$ cat src/rtl/mem_arbiter_pkg.sv
// Shared constants and request layout for the two-port d_mem arbiter.
package mem_arbiter_pkg;
    localparam int PORT_IF = 0;
    localparam int PORT_LS = 1;
    localparam int ADDR_W  = 32;
    localparam int DATA_W  = 32;

    typedef struct packed {
        logic                wr;
        logic [ADDR_W-1:0]   addr;
        logic [DATA_W-1:0]   wdata;
        logic [DATA_W/8-1:0] wstrb;
    } mem_req_t;
endpackage

$ cat src/rtl/mem_arb_pick.sv
// Combinational priority selector: load/store wins, fetch forced through once starved.
module mem_arb_pick
    import mem_arbiter_pkg::*;
#(
    parameter int STARVE_MAX = 4
) (
    input  logic [1:0] valid,
    input  logic [3:0] starve_cnt,
    output logic [1:0] grant
);
    always_comb begin
        grant = 2'b00;
        if (valid[PORT_IF] && valid[PORT_LS]) begin
            if (starve_cnt == 4'(STARVE_MAX))
                grant[PORT_IF] = 1'b1;
            else
                grant[PORT_LS] = 1'b1;
        end else if (valid[PORT_IF]) begin
            grant[PORT_IF] = 1'b1;
        end else if (valid[PORT_LS]) begin
            grant[PORT_LS] = 1'b1;
        end
    end
endmodule

$ cat src/rtl/mem_arbiter.sv
// Shares one combinational d_mem port between fetch (port 1) and LSU (port 2);
// read data is registered and returned one cycle after the handshake.
module mem_arbiter #(
    parameter int ADDR_W     = mem_arbiter_pkg::ADDR_W,
    parameter int DATA_W     = mem_arbiter_pkg::DATA_W,
    parameter int STARVE_MAX = 4
) (
    input  logic                clock,
    input  logic                reset,
    input  logic                io1_req_valid,
    output logic                io1_req_ready,
    input  logic                io1_wr,
    input  logic [ADDR_W-1:0]   io1_addr,
    input  logic [DATA_W-1:0]   io1_wdata,
    input  logic [DATA_W/8-1:0] io1_wstrb,
    output logic                io1_resp_valid,
    output logic [DATA_W-1:0]   io1_rdata,
    input  logic                io2_req_valid,
    output logic                io2_req_ready,
    input  logic                io2_wr,
    input  logic [ADDR_W-1:0]   io2_addr,
    input  logic [DATA_W-1:0]   io2_wdata,
    input  logic [DATA_W/8-1:0] io2_wstrb,
    output logic                io2_resp_valid,
    output logic [DATA_W-1:0]   io2_rdata,
    output logic                mem_en,
    output logic                mem_wr,
    output logic [ADDR_W-1:0]   mem_addr,
    output logic [DATA_W-1:0]   mem_wdata,
    output logic [DATA_W/8-1:0] mem_wstrb,
    input  logic [DATA_W-1:0]   mem_rdata
);
    import mem_arbiter_pkg::*;

    // Same layout as mem_req_t, sized by this instance's parameters.
    typedef struct packed {
        logic                wr;
        logic [ADDR_W-1:0]   addr;
        logic [DATA_W-1:0]   wdata;
        logic [DATA_W/8-1:0] wstrb;
    } req_t;

    logic [1:0] valid, grant, hs;
    logic [3:0] starve_cnt;
    req_t       req1, req2, sel;

    assign valid = {io2_req_valid, io1_req_valid};
    assign req1  = {io1_wr, io1_addr, io1_wdata, io1_wstrb};
    assign req2  = {io2_wr, io2_addr, io2_wdata, io2_wstrb};

    mem_arb_pick #(.STARVE_MAX(STARVE_MAX)) u_pick (
        .valid      (valid),
        .starve_cnt (starve_cnt),
        .grant      (grant)
    );

    // Grant only ever names a valid port, so a gated grant is the handshake itself.
    assign hs            = reset ? 2'b00 : grant;
    assign io1_req_ready = hs[PORT_IF];
    assign io2_req_ready = hs[PORT_LS];

    always_comb begin
        sel = '0;
        if (hs[PORT_LS])
            sel = req2;
        else if (hs[PORT_IF])
            sel = req1;
    end

    assign mem_en    = |hs;
    assign mem_wr    = sel.wr;
    assign mem_addr  = sel.addr;
    assign mem_wdata = sel.wdata;
    assign mem_wstrb = sel.wstrb;

    always_ff @(posedge clock) begin
        if (reset) begin
            io1_resp_valid <= 1'b0;
            io2_resp_valid <= 1'b0;
            io1_rdata      <= '0;
            io2_rdata      <= '0;
            starve_cnt     <= '0;
        end else begin
            io1_resp_valid <= hs[PORT_IF];
            io2_resp_valid <= hs[PORT_LS];
            if (hs[PORT_IF])
                io1_rdata <= sel.wr ? '0 : mem_rdata;
            if (hs[PORT_LS])
                io2_rdata <= sel.wr ? '0 : mem_rdata;
            if (hs[PORT_IF])
                starve_cnt <= '0;
            else if (valid[PORT_IF] && hs[PORT_LS] && starve_cnt != 4'(STARVE_MAX))
                starve_cnt <= starve_cnt + 4'd1;
        end
    end
endmodule

$ cat config.mk
export PLATFORM = sky130hd
export DESIGN_NAME = mem_arbiter
export DESIGN_NICKNAME = d
export VERILOG_FILES = /design/src/rtl/mem_arbiter_pkg.sv /design/src/rtl/mem_arb_pick.sv /design/src/rtl/mem_arbiter.sv
export SDC_FILE = /design/constraint.sdc
export NUM_CORES = 1
export LEC_CHECK = 0
export BUFFER_PORTS_ARGS = -buffer_cell sky130_fd_sc_hd__clkbuf_2
export CORE_AREA = 2 2 122 124
export DETAILED_ROUTE_END_ITERATION = 12
export DIE_AREA = 0 0 124 126
export HOLD_SLACK_MARGIN = 0.05
export MAX_ROUTING_LAYER = met4
export PLACE_DENSITY = 0.6
export SLEW_MARGIN = 20
export SYNTH_ARGS = -nofsm -noshare
export SYNTH_HDL_FRONTEND = slang
export SYNTH_SLANG_ARGS = --single-unit
export TNS_END_PERCENT = 50
$ cat constraint.sdc
create_clock -name clock -period 4.7 [get_ports clock]
set_clock_uncertainty 0.15 [all_clocks]
set_input_delay 0.705 -clock clock [delete_from_list [all_inputs] [get_ports clock]]
set_output_delay 0.705 -clock clock [all_outputs]
set_load 0.01 [all_outputs]
==> metrics.md, run 1 <==
| Metric | Value |
|---|---|
| RD Place Congestion | around 0.85 |
| Power density over the cells | about 320 mW/mm^2 |
| Unrepaired setup endpoints after global routing | no |
| Worst flop-to-flop path endpoint | io2_rdata[0] |
| Tmin final | between 3 and 4 ns |
| Avg WL per Cell | around 20 um |
| Worst Path Max Fanout | between 40 and 50 |
| Syn nets | slightly above 500 |
| Pins Over Slew Limit | 0 |
| Hold/Removal Path Class | register to register |
| Worst Tran Pin Value | between 0.7 and 0.8 ns |
| Post-CTS Setup Bufs | 0 |
| Final setup vio count | 0 |
| Critical path origin | reset |
| Met2 wire len | 8.047 mm |
| Met3 WL | between 1 and 1.5 mm |
| Total gr overflow | 0 |
| Synth Warn # | 0 |
| DR iter-0 viols | 260 |
| Post-CTS sizing | 0 |
| Remaining antenna violation count after routing | 0 |
| Die Span Y | between 100 and 150 um |
| Cell Area, Synth | between 0.003 and 0.004 sq mm |
| Status | completed |
| Yosys cell types | 29 |
| Post-synthesis mux area share | 0 |
| Initial antenna violation count | 0 |
| Hpwl dp | 12.71 mm |
| Number of buffers added on ports | around 310 |
| Initial core utilization | 0.2304 |
| Combinational fraction of design power | 0.182 |
| Fin nets | roughly 810 |
| # placed instances | a little over 800 |
| Switching power | 0.4576 mW |
| First-pass GRT wire length | 22.80 mm |
| Critical path capture point type | output pin |
| Share of cells above drive strength 1 | 0.5353 |
| Syn Inst Count | 340 |
| Post-route insts no fill | a little over 800 |
| Tcrit/Tclk final | 0.8048 |
| Largest net degree at the start of global routing | 72 |
| Worst rel slew slack | 0.5077 |
| P_leak | around 2.7 nW |
| CTS tree | yes |
| Fmax | 0.2644 GHz |
| Hold Path Origin | io2_rdata[28] |
| Mean Syn Cell Area | around 9.7 sq um |
| Fin Setup TNS | 0 ns |
| Root Buffer | clkbuf_16 |
| N_diodes | 0 |
| Post-Synth XOR/XNOR Area | 0 |
| Reg2reg start | starve_cnt[0] |
| Wl on met1 | around 6.3 mm |
| Die area | 0.01562 sq mm |
| Post-synthesis compound-gate area fraction | 0.3437 |
| Cts bufs inserted | 9 |
| Critical path endpoint | mem_wdata[29] |
| WHS | approximately 0.31 ns |
| Largest family of logic cells by synthesized area | compound AO/OA/AOI/OAI gates |
| Switching Share | 0.2716 |
| Hold_buf cts | 0 |
| CP required | slightly below 4 ns |
| Worst-Skew Late Latency | 0.32 ns |
| Sink Count | 70 |
| Worst reg-to-reg path cell count | 7 |
| # IOs | around 310 |
| Final Util | 0.3709 |
| Tot GR Track Use | 0.1982 |
| Area delta synth->final | 60.96% |
| Critical path startpoint category | primary input |
| Via-to-Cell Ratio | approximately 4.9 |
| Core Region | roughly 0.014 sq mm |
| Hold Vio Cnt, Final | 0 |
| Routed WL | ~16 mm |
| H-tree depth | 3 |
| Vias in the first global route | around 4,000 |
| Max-Cap Viols | 0 |
| # rows | between 40 and 50 |
| Clock Power Share | 0.445 |
| Most frequent cells in the layout | 311 x clkbuf_2, 101 x a22o_1, 70 x dfxtp_1 |
| Reg2Reg Setup Slack | 2.36 ns |
| DR pass1 iterations | 4 |
| Seq cells post-synth | 70 |
| Synth Area in Simple Gates | 0.1620 |
| Vias | ~4,000 |
| Synth Area in Adders | 0.007587 |
| Reg power frac | 0.373 |
| DR top layer | met4 |
| Clock slew at reported path FFs | about 0.06 ns |
| Pint | between 1 and 1.5 mW |
| DRC Markers | 0 |
| Arrival time at the worst endpoint | about 2.9 ns |
| Clock Path Buffers | 2 |
| Sequential fraction of the synthesis area | 0.4249 |
| Final Power | ~1.7 mW |
| Crit Path Category | primary input to output pin |
| Die width | 124 um |
| Most common cell after layout, fill and taps aside | clkbuf_2 |
| VDD IR max | roughly 0.28 mV |
## critical path, cell delays in order
cell and delay, ns:
clkbuf_2 0.08, buf_4 0.23, nand2b_1 0.28, a21oi_4 0.57, buf_4 0.53, a22o_1 0.33, clkbuf_2 0.17
## routing by layer
metal  vias up  track usage
met4         0      0.06147
li1       1910            -
met2       200       0.3474
met5         -            -
met3        18      0.04393
met1      1918       0.2221
## through the flow
step                area [sq um]  setup slack [ns]
floorplan                   3298             2.197
global placement            4976             1.040
CTS                         5309            0.8968
finish                      5309            0.9174
global route                5309            0.7640
detailed placement          4981            0.9062
## synthesized netlist by cell type, drive strengths merged
master	n	area (sq um)
a21boi	1	7.510
nor2	1	3.750
a211oi	1	20.02
nand2	3	11.26
nand4bb	1	11.26
nand4	34	212.7
dfxtp	70	1401
nand3b	1	20.02
and2	1	6.260
ha	2	25.02
nand4b	2	17.52
and3b	1	8.760
o22ai	1	6.260
buf	31	166.4
a22o	101	884.6
nor2b	1	6.260
inv	3	11.26
or4	1	7.510
and4b	1	10.01
o21ai	32	160.1
o31ai	1	7.510
clkbuf	7	26.28
nand2b	34	212.7
a21oi	8	47.55
or2	1	6.260
## how the worst min path moves through the flow
stage | endpoint | slack (ns) | cells past startpoint
after floorplan | starve_cnt[1] | 0.32 | 2
after global placement | io2_rdata[28] | 0.30 | 2
after detailed placement | io2_rdata[28] | 0.30 | 2
after CTS | io2_rdata[28] | 0.32 | 2
after global routing | io2_rdata[16] | 0.34 | 2
final | io2_rdata[28] | 0.31 | 2
## flip-flops by register name, summed over array words and instances, names as in the netlist
name / count
io1_rdata: 32
io1_resp_valid: 1
io2_rdata: 32
io2_resp_valid: 1
starve_cnt: 4
## logic make-up after synthesis
group,after synthesis
AOI/OAI and AO/OA,145
DFF,70
buffers and inverters,41
and+or+nand+nor,82
adders and majority gates,2
## cell type report
class,count,area (sq um)
Timing Repair Buffer,319,1617
Inverter,3,11.26
Clock inverter,7,102.6
Clock buffer,9,225.2
Multi-Input combinational cell,229,1722
Sequential cell,70,1401
Tap cell,184,230.2
Fill cell,1508,9005
## power groups by stage
stage | Clock, mW | Sequential, mW | Combinational [mW]
after detailed placement | 0 | 0.641 | 0.307
after CTS | 0.770 | 0.628 | 0.310
after floorplan | 0 | 0.649 | 0.125
after global routing | 0.792 | 0.630 | 0.330
after global placement | 0 | 0.640 | 0.304
final | 0.750 | 0.628 | 0.307
(Power assumes the default switching activity.)
==> run 2, diff against run 1 <==
--- a/config.mk
+++ b/config.mk
@@ -6,12 +6,12 @@
 export NUM_CORES = 1
 export LEC_CHECK = 0
 export BUFFER_PORTS_ARGS = -buffer_cell sky130_fd_sc_hd__clkbuf_2
-export CORE_AREA = 2 2 122 124
+export CORE_AREA = 2 2 119 121
 export DETAILED_ROUTE_END_ITERATION = 12
-export DIE_AREA = 0 0 124 126
+export DIE_AREA = 0 0 121 123
 export HOLD_SLACK_MARGIN = 0.05
 export MAX_ROUTING_LAYER = met4
-export PLACE_DENSITY = 0.6
+export PLACE_DENSITY = 0.64
 export SLEW_MARGIN = 20
 export SYNTH_ARGS = -nofsm -noshare
 export SYNTH_HDL_FRONTEND = slang
==> constraint.sdc (replaced) <==
create_clock -name clock -period 3.14 [get_ports clock]
set_clock_uncertainty 0.15 [all_clocks]
set_input_delay 0.471 -clock clock [delete_from_list [all_inputs] [get_ports clock]]
set_output_delay 0.471 -clock clock [all_outputs]
set_load 0.01 [all_outputs]
==> run 2 against run 1 <==
Design area grew 0.87%; register-to-register slack lost 1.2 ns; largest power group unchanged; final cell count is the same.
==> metrics.md, run 2 (same netlist as run 1, synthesis figures left out) <==
| Metric | Value |
|---|---|
| Status | completed |
| Critical path startpoint category | register |
| Dpl ws | 0.5272 ns |
| Fin Setup TNS | 0 ns |
| Area delta synth->final | 62.37% |
| Clock Path Buffers | 2 |
| Reg2Reg Setup Slack | 1.12 ns |
| FILL cells | 1,391 |
| Die area | 0.01488 sq mm |
| Wl on met1 | around 7.3 mm |
| Most frequent cells in the layout | 311 x clkbuf_2, 101 x a22o_1, 70 x dfxtp_1 |
| CP max-delay cell | dfxtp_1 |
| Worst-Skew Late Latency | 0.33 ns |
| Initial antenna violation count | 0 |
| Final Util | 0.3934 |
| CP max stage delay | 0.37 ns |
| CTS tree | yes |
| Max-Cap Viols | 0 |
| # IOs | around 310 |
| DR top layer | met4 |
| Tot GR Track Use | 0.2193 |
| Met2 wire len | between 7 and 8 mm |
| P_leak | between 2 and 3 nW |
| DRC Markers | 0 |
| Fin nets | approximately 810 |
| Hold Vio Cnt, Final | 0 |
| Crit Path Category | register to output pin |
| Most common cell after layout, fill and taps aside | clkbuf_2 |
| RD Place Congestion | 0.8561 |
| Worst rel slew slack | 0.5685 |
| Die Span Y | between 100 and 150 um |
| Fmax | 0.3391 GHz |
| Root Buffer | clkbuf_16 |
| Hold_buf cts | 0 |
| Tmin final | between 2 and 3 ns |
| Post-CTS Setup Bufs | 0 |
| Final setup vio count | 0 |
| H-tree depth | 3 |
| Worst flop-to-flop path endpoint | io2_rdata[0] |
| Area post-placement | 0.005034 sq mm |
| CP required | 2.52 ns |
| Power density over the cells | ~470 mW/mm^2 |
| Cts bufs inserted | 9 |
| Via-to-Cell Ratio | around 4.9 |
| Largest net degree at the start of global routing | 46 |
| Cells on Worst Hold Path | 2 |
| VDD IR max | between 0.2 and 0.3 mV |
| Avg WL per Cell | roughly 20 um |
| Hold Path Origin | mem_rdata[8] |
| Remaining antenna violation count after routing | 0 |
| WHS | around 0.22 ns |
| Core Region | about 0.014 sq mm |
| Die width | roughly 120 um |
| Total gr overflow | 0 |
| Vias | just over 4,000 |
| Reg2reg start | starve_cnt[0] |
| Final Power | roughly 2.5 mW |
| Routed WL | about 16 mm |
| DR pass1 iterations | 5 |
| Pins Over Slew Limit | 0 |
| DR iter-0 viols | between 200 and 300 |
| Worst Hold End | io1_rdata[8] |
| Hold/Removal Path Class | primary input to register |
| Vias in the first global route | ~3,800 |
| Worst reg-to-reg path cell count | 6 |
| First-pass GRT wire length | 23.79 mm |
| Clock slew at reported path FFs | around 0.060 ns |
| # rows | between 40 and 50 |
| Post-CTS sizing | 0 |
| Met3 WL | approximately 1.5 mm |
| Worst setup margin | approximately 0.19 ns |
| Post-route insts no fill | around 800 |
| Unrepaired setup endpoints after global routing | no |
| Share of cells above drive strength 1 | 0.5382 |
| Post-route cell area | approximately 0.0054 sq mm |
| Tcrit/Tclk final | 0.9391 |
| Worst Path Max Fanout | 23 |
| Regs by FF count | io1_rdata (32), io2_rdata (32), starve_cnt (4) |
| Sink Count | 70 |
| Crit-path cells | inv_1 -> ha_1 -> and3b_1 -> a21oi_4 -> buf_4 -> a22o_1 -> clkbuf_2 |
| Number of buffers added on ports | 311 |
| # placed instances | just over 800 |
| N_diodes | 0 |
| Arrival time at the worst endpoint | 2.33 ns |
| Critical path capture point type | output pin |
| Hpwl dp | ~13 mm |
| Initial core utilization | 0.2423 |
| Worst Tran Pin Value | about 0.65 ns |
run 2: layout make-up:
cell class	instances	area [sq um]	area share
inverter	3	11.26	0.002103
timing repair buffer	324	1679	0.3136
tap	180	225.2	0.04206
sequential	70	1401	0.2617
clock inverter	5	82.58	0.01542
clock buffer	10	239.0	0.04463
multi-input combinational	229	1717	0.3206
run 2: critical path: cells and delay by family (launching register included):
| kind | cells | cell delay [ns] |
|---|---|---|
| AND/OR/NAND/NOR | 1 | 0.26 |
| AO/OA/AOI/OAI | 2 | 0.53 |
| adder cells (fa/ha/maj) | 1 | 0.25 |
| buffers and inverters | 3 | 0.58 |
| flip-flops | 1 | 0.37 |
run 2: routing by layer:
layer | vias to the layer above | global-route usage
met3 | 16 | 0.06411
met4 | 0 | 0.04869
met1 | 1905 | 0.2984
met5 | - | -
li1 | 1916 | -
met2 | 203 | 0.3220
run 2: where the power goes:
part	internal [mW]	switching, mW	total, mW	leakage [nW]
logic	0.217	0.252	0.470	1.96
registers	0.922	0.0182	0.940	0.570
clock network	0.716	0.396	1.11	0.159
run 2: how the worst max path moves through the flow:
stage | startpoint | endpoint | slack (ns)
3_5_place_dp | starve_cnt[0] | mem_wdata[7] | 0.53
3_3_place_gp | reset | mem_addr[7] | 0.58
6_report | starve_cnt[0] | mem_wdata[28] | 0.19
2_1_floorplan | starve_cnt[0] | mem_addr[20] | 0.99
5_1_grt | starve_cnt[0] | mem_wdata[23] | 0.007
4_1_cts | starve_cnt[0] | mem_wdata[7] | 0.17
